$ cat config.mk
export PLATFORM = sky130hd
export DESIGN_NAME = home_inventory_event_engine
export DESIGN_NICKNAME = d
export VERILOG_FILES = /design/src/rtl/home_inventory_event_engine.sv
export SDC_FILE = /design/constraint.sdc
export NUM_CORES = 2
export LEC_CHECK = 0
export BUFFER_PORTS_ARGS = -buffer_cell sky130_fd_sc_hd__buf_2
export CAP_MARGIN = 20
export CORE_AREA = 3 3 633 635
export DETAILED_ROUTE_END_ITERATION = 10
export DIE_AREA = 0 0 636 638
export RECOVER_POWER = 50
export SKIP_LAST_GASP = 1
export SYNTH_ARGS = -nofsm -noshare
export SYNTH_HDL_FRONTEND = slang
export SYNTH_SLANG_ARGS = --single-unit
export TNS_END_PERCENT = 1
$ cat constraint.sdc
create_clock -name clk -period 6.1 [get_ports clk]
set_clock_uncertainty 0.2 [all_clocks]
set_input_delay 0.915 -clock clk [delete_from_list [all_inputs] [get_ports clk]]
set_output_delay 0.915 -clock clk [all_outputs]
set_load 0.005 [all_outputs]
$ cat src/rtl/home_inventory_event_engine.sv
// home_inventory_event_engine: per-channel hysteresis/debounce threshold event detector with saturating counts and timestamps.
// Optional sticky status/irq outputs are enabled by defining EVT_ENGINE_STICKY_IRQ_EN.
module home_inventory_event_engine #(
    parameter int NUM_CH = 8,
    parameter int DATA_W = 32,
    parameter int TS_W   = 32,
    parameter int CNT_W  = 32,
    parameter int DEB_W  = 4
) (
    input  logic                     clk,
    input  logic                     rst_n,
    input  logic                     sample_valid,
    input  logic [TS_W-1:0]          ts_now,
    input  logic [NUM_CH-1:0]        evt_en,
    input  logic [DEB_W-1:0]         debounce_len,
    input  logic [NUM_CH-1:0]        count_clr,
    input  logic [NUM_CH*DATA_W-1:0] thresh_hi,
    input  logic [NUM_CH*DATA_W-1:0] thresh_lo,
    input  logic [NUM_CH*DATA_W-1:0] sample,
    output logic [NUM_CH*CNT_W-1:0]  evt_count,
    output logic [NUM_CH*TS_W-1:0]   last_delta,
    output logic [NUM_CH*TS_W-1:0]   last_ts_ch,
    output logic [TS_W-1:0]          last_ts,
    output logic [NUM_CH-1:0]        evt_pulse
`ifdef EVT_ENGINE_STICKY_IRQ_EN
    ,
    output logic [NUM_CH-1:0]        evt_status,
    input  logic [NUM_CH-1:0]        status_clr,
    output logic                     irq
`endif
);
    typedef enum logic [1:0] {BELOW, PENDING, ABOVE} state_t;
    logic [DEB_W-1:0]  deb_eff;
    logic [NUM_CH-1:0] fire;
    assign deb_eff = (debounce_len == '0) ? DEB_W'(1) : debounce_len;
    genvar i;
    for (i = 0; i < NUM_CH; i++) begin : g_ch
        state_t            state, state_nx;
        logic [DEB_W-1:0]  run, run_nx;
        logic [DEB_W:0]    run_inc;
        logic [DATA_W-1:0] s, hi, lo;
        logic              ge_hi, fire_c, seen, en_prev, en_pend, rise_take, pulse;
        logic [CNT_W-1:0]  cnt;
        logic [TS_W-1:0]   delta, lts;
        assign s         = sample[i*DATA_W +: DATA_W];
        assign hi        = thresh_hi[i*DATA_W +: DATA_W];
        assign lo        = thresh_lo[i*DATA_W +: DATA_W];
        assign ge_hi     = s >= hi;
        assign run_inc   = {1'b0, run} + (DEB_W+1)'(1);
        // A rise seen this cycle or held from an earlier idle cycle is consumed by the next sample
        assign rise_take = sample_valid & evt_en[i] & (en_pend | ~en_prev);
        always_comb begin
            state_nx = state;
            run_nx   = run;
            fire_c   = 1'b0;
            if (!evt_en[i]) begin
                state_nx = BELOW;
                run_nx   = '0;
            end else if (sample_valid) begin
                case (state)
                    BELOW: if (ge_hi) begin
                        fire_c   = deb_eff == DEB_W'(1);
                        state_nx = fire_c ? ABOVE : PENDING;
                        run_nx   = fire_c ? '0 : DEB_W'(1);
                    end
                    PENDING: begin
                        fire_c   = ge_hi && run_inc >= {1'b0, deb_eff};
                        state_nx = !ge_hi ? BELOW : fire_c ? ABOVE : PENDING;
                        run_nx   = (ge_hi && !fire_c) ? run_inc[DEB_W-1:0] : '0;
                    end
                    ABOVE: state_nx = (s < lo) ? BELOW : ABOVE;
                    default: state_nx = BELOW;
                endcase
            end
        end
        always_ff @(posedge clk or negedge rst_n) begin
            if (!rst_n) begin
                state   <= BELOW;
                run     <= '0;
                seen    <= 1'b0;
                en_prev <= 1'b0;
                en_pend <= 1'b0;
                pulse   <= 1'b0;
                cnt     <= '0;
                delta   <= '0;
                lts     <= '0;
            end else begin
                state   <= state_nx;
                run     <= run_nx;
                en_prev <= evt_en[i];
                en_pend <= evt_en[i] & (en_pend | ~en_prev) & ~sample_valid;
                pulse   <= fire_c;
                cnt     <= count_clr[i] ? CNT_W'(fire_c) : (fire_c && cnt != '1) ? cnt + CNT_W'(1) : cnt;
                if (rise_take) begin
                    seen  <= 1'b0;
                    lts   <= '0;
                    delta <= '0;
                end
                if (fire_c) begin
                    delta <= (seen && !rise_take) ? ts_now - lts : '0;
                    lts   <= ts_now;
                    seen  <= 1'b1;
                end
            end
        end
        assign fire[i]                    = fire_c;
        assign evt_pulse[i]               = pulse;
        assign evt_count[i*CNT_W +: CNT_W] = cnt;
        assign last_delta[i*TS_W +: TS_W] = delta;
        assign last_ts_ch[i*TS_W +: TS_W] = lts;
    end
    always_ff @(posedge clk or negedge rst_n) begin
        if (!rst_n) last_ts <= '0;
        else if (|fire) last_ts <= ts_now;
    end
`ifdef EVT_ENGINE_STICKY_IRQ_EN
    always_ff @(posedge clk or negedge rst_n) begin
        if (!rst_n) evt_status <= '0;
        else evt_status <= (evt_status & ~status_clr) | fire;
    end
    assign irq = |(evt_status & evt_en);
`endif
endmodule
==> qor_table.md <==
| Step | Result | This run |
|:---|:---|:---|
| die | Effective utilization at floorplan | 0.1584 |
| detailed routing | Post-route DRC violation count | 0 |
| setup path | Required time at the worst-slack endpoint | 6630 ps |
| min path | Endpoint of the worst hold path | g_ch[1].en_prev$_DFF_PN0_ |
| timing | Hold Worst Slack | 191.7 ps |
| layout | Most common cell after layout, fill and taps aside | buf_2 |
| status | Status | finished with violations |
| cts | Number of buffers between clock root and the deepest sink | 4 |
| power and ir drop | Proportion of power drawn by flip-flops and latches | 0.348 |
| grt | Wire length of the first global-routing pass | 549,000 um |
| setup path | CP endpoint kind | flip-flop |
| detailed routing | Routed length per instance | 29.12 um |
| placed design | Port bufs | 1,630 |
| cts | Clock-pin slew reported for the worst setup and hold paths after clock tree synthesis | 60 ps |
| logic synthesis | Proportion of synthesized chip area in sequential cells | 0.3513 |
| logic synthesis | Count of yosys warnings during synthesis | 0 |
| cts | Post-CTS Setup Bufs | 0 |
| power and ir drop | Switching power total | 6249 uW |
| placed design | DP HPWL | 364,500 um |
| logic synthesis | Library cell occupying the most area in the post-synthesis netlist | dfrtp_1 |
| timing | Fin Setup TNS | 0 ps |
| setup path | Reg2Reg Depth | 14 |
| setup path | Worst r2r dst | g_ch[7].delta[24]$_DFFE_PN0P_ |
| min path | HP Class | in -> reg |
| grt | Grt ovf | 0 |
| layout | Area added between synthesis and finish | 30.92% |
| timing | Final setup vio count | 0 |
| timing | Final hold violations | 0 |
| status | Violations in the final reports | antenna violations, max-capacitance violations, max-slew violations |
| logic synthesis | Top FF cell, synth | dfrtp_1 |
| layout | Fraction of layout instances using a drive strength above 1 | 0.1977 |
| timing | Final Max Slew Viols | 482 |
| setup path | Peak fanout along the critical path | 32 |
| job | Max capacitance violation total | 10 |
| cts | H-tree depth | 3 |
| logic synthesis | Count of cell types in the netlist | 88 |
| power and ir drop | Internal power contribution | 12,160 uW |
| cts | Number of CTS-inserted buffers | 121 |
| setup path | Category of cells accounting for the largest share of critical-path delay | buffers and inverters |
| logic synthesis | Count of flip-flops with a built-in enable after synthesis | 0 |
| cts | Total number of clock tree sinks | 880 |
| logic synthesis | Post-synth net total | 8,929 |
| setup path | Max stage delay cell, worst path | clkbuf_1 |
| timing | Final worst-path cycle share | 0.8643 |
| setup path | Data arrival at the endpoint of the critical path | 5800 ps |
| setup path | Category of the most critical setup path | in -> reg |
| power and ir drop | Ratio of total power to cell area | 224.3 nW/um2 |
| timing | Headroom to the max-slew limit | -0.9885 |
| power and ir drop | Portion of total power attributed to combinational logic | 0.252 |
| detailed routing | Post-Route WL | 423,200 um |
| detailed routing | Vias per inst | 4.328 |
| detailed routing | Vias | 62,890 |
| min path | Hold Path Cell Cnt | 1 |
| power and ir drop | Leakage power of the design | 0.04040 uW |
| setup path | Most numerous cell on the critical path | clkbuf_1 |
| layout | Nets@finish | 10,580 |
| detailed routing | Initial DRC Count | 5,379 |
| logic synthesis | Portion of synthesized cell area occupied by the leading cell type | 0.3513 |
| timing | Transition at the pin with the smallest max-transition slack | 2983 ps |
| logic synthesis | Post-synth ARST share | 1.000 |
| setup path | Critical path cell sequence | clkbuf_1 -> clkbuf_1 -> nand3b_1 -> and2_2 -> a22o_1 |
| setup path | Reg-to-Reg Start | g_ch[7].lts[0]$_DFFE_PN0P_ |
| logic synthesis | Cell area after synthesis | 62,680 um2 |
| detailed routing | Residual antenna-violating net count after detailed routing | 3 |
| logic synthesis | Synthesized area per cell | 8.589 um2 |
| setup path | CP Buf/Inv Count | 2 |
| cts | Later-pin clock latency in the skew report | 880 ps |
| grt | GRT Total Usage | 0.2001 |
| detailed routing | First-pass iteration count of the detailed router | 5 |
| setup path | Critical Path Max Stage Delay | 1250 ps |
| power and ir drop | Share of total power consumed by net switching | 0.3395 |
| layout | Commonest cells after routing, fill and taps aside | 1,338 x buf_2, 880 x dfrtp_1, 857 x inv_1, 857 x nand2_1, 800 x ha_1 |
| die | Die height | 638 um |
| min path | Launch instance of the worst min-delay path | evt_en[1] |
| placed design | Last weighted congestion value of the routability-driven placer | 1.035 |
| timing | Final critical delay including setup and external delays | 5272 ps |
| setup path | Worst Setup Start Kind | primary input |
| cts | Root buffer selected by CTS | clkbuf_16 |
| logic synthesis | Count of state elements after synthesis | 880 |
| setup path | Worst reg2reg setup slack | 1660 ps |
| logic synthesis | Area contributors post-synth | dfrtp_1 35%, ha_1 16%, inv_1 5.1%, nand2_1 5.1%, o21ai_0 3.8% |
| die | Total I/O pin count | 1,631 |
| logic synthesis | Cell count after synthesis | 7,298 |
| timing | Unrepaired setup endpoints after global routing | no |
| grt | Antenna violations before repair | 263 |
| power and ir drop | Clock power share | 0.400 |
| die | X dimension of the die | 636 um |
| timing | Maximum frequency from static timing analysis | 0.1897 GHz |
| grt | Maximum number of pins on one net before global-route repair | 168 |
| power and ir drop | Maximum vdd drop | 0.1910 mV |
| cts | TritonCTS clock tree | done |
| die | DIE AREA | 405,800 um2 |
| die | Count of standard-cell rows | 231 |
| grt | Via count of the first global-routing pass | 59,830 |
| die | Core region area | 395,700 um2 |
## power by group through the flow
stage	Sequential (uW)	Combinational (uW)	Clock, uW
3_3_place_gp	6490	4640	0
2_1_floorplan	6420	2440	0
6_report	6400	4640	7370
5_1_grt	6430	5080	7800
3_5_place_dp	6500	4660	0
4_1_cts	6390	4690	7590
## worst max path at each step
stage / slack [ps] / cells after the start / to / from
2_1_floorplan: 1010 / 16 / last_ts[11]$_DFFE_PN0P_ / debounce_len[1]
3_3_place_gp: 580 / 16 / g_ch[0].delta[0]$_DFFE_PN0P_ / debounce_len[1]
3_5_place_dp: 620 / 16 / g_ch[7].delta[24]$_DFFE_PN0P_ / ts_now[0]
4_1_cts: 1540 / 17 / g_ch[4].delta[30]$_DFFE_PN0P_ / ts_now[0]
5_1_grt: 650 / 9 / g_ch[4].delta[25]$_DFFE_PN0P_ / sample_valid
6_report: 830 / 5 / g_ch[7].delta[5]$_DFFE_PN0P_ / sample_valid
## metal layers
metal | up-vias | GRT usage | routed length [um] | share of wire
li1 | 28890 | - | - | -
met1 | 30340 | 0.2171 | 154500 | 0.37
met2 | 2721 | 0.3321 | 196100 | 0.46
met3 | 827 | 0.06407 | 36250 | 0.086
met4 | 110 | 0.1372 | 35700 | 0.084
met5 | - | 0 | 690 | 0.0016
## cell type report
type	count	area, um2
Multi-Input combinational cell	5299	36540
Clock buffer	169	3460
Tap cell	5242	6559
Fill cell	44200	313600
Timing Repair Buffer	1781	9062
Sequential cell	880	22020
Antenna cell	248	620.6
Clock inverter	48	549.3
Inverter	864	3247
## kinds of logic (layout without fill, tap and decap cells)
kind of cell	after synthesis	in the layout	synth area share
other	0	248	0
AOI/OAI and AO/OA	1731	1731	0.1774
xor gates and xnor gates	440	440	0.06148
adders and majority gates	808	808	0.1622
and+or+nand+nor	2279	2279	0.1723
muxes	41	41	0.007186
buffers and inverters	1119	2862	0.06805
DFF	880	880	0.3513
## synth_stat cells, types with 13 or more instances
library cell / instances
clkbuf_1: 220
a211oi_1: 24
nand4_1: 164
o21a_1: 43
dfrtp_1: 880
nand2_1: 859
nor4_1: 23
ha_1: 800
nor2_1: 440
a22o_1: 108
a31o_2: 19
o21bai_1: 43
or3_1: 57
nand2b_1: 94
o211ai_1: 27
and4_1: 52
xnor2_1: 188
mux2_2: 27
or2_2: 22
nor2b_1: 85
nand3b_1: 13
a31oi_1: 29
a21boi_0: 20
and3_1: 60
a21oi_1: 412
nand3_1: 284
a21o_1: 307
o21ai_0: 472
xor2_1: 252
o31ai_1: 89
inv_1: 860
nor3_1: 64
buf_1: 19
and2_1: 31
## per-stage QoR
| step | instance area [um2] | power [uW] | cells | setup slack (ps) | util |
|---|---|---|---|---|---|
| 2_1_floorplan | 62680 | 8868 | 7298 | 1013 | - |
| 3_3_place_gp | 77790 | 11140 | 14060 | 581.2 | 0.1966 |
| 3_5_place_dp | 77820 | 11150 | 14060 | 623.7 | 0.1967 |
| 4_1_cts | 81880 | 18680 | 14280 | 1542 | 0.2069 |
| 5_1_grt | 81770 | 19310 | 14420 | 647.7 | 0.2067 |
| 6_report | 82060 | 18410 | 14530 | 828.1 | 0.2074 |
## state kept, by name (all words and copies together), names as in the netlist
signal,flops
g_ch.en_prev,8
g_ch.run,32
g_ch.lts,256
g_ch.seen,8
g_ch.en_pend,8
last_ts,32
g_ch.delta,256
g_ch.state,16
g_ch.pulse,8
g_ch.cnt,256
## timing repair
item,4_1_cts,5_1_grt
resized for setup,0,0
hold buffers,5,0
hold endpoints to repair,47,0
Power figures use the tool's default switching activity.
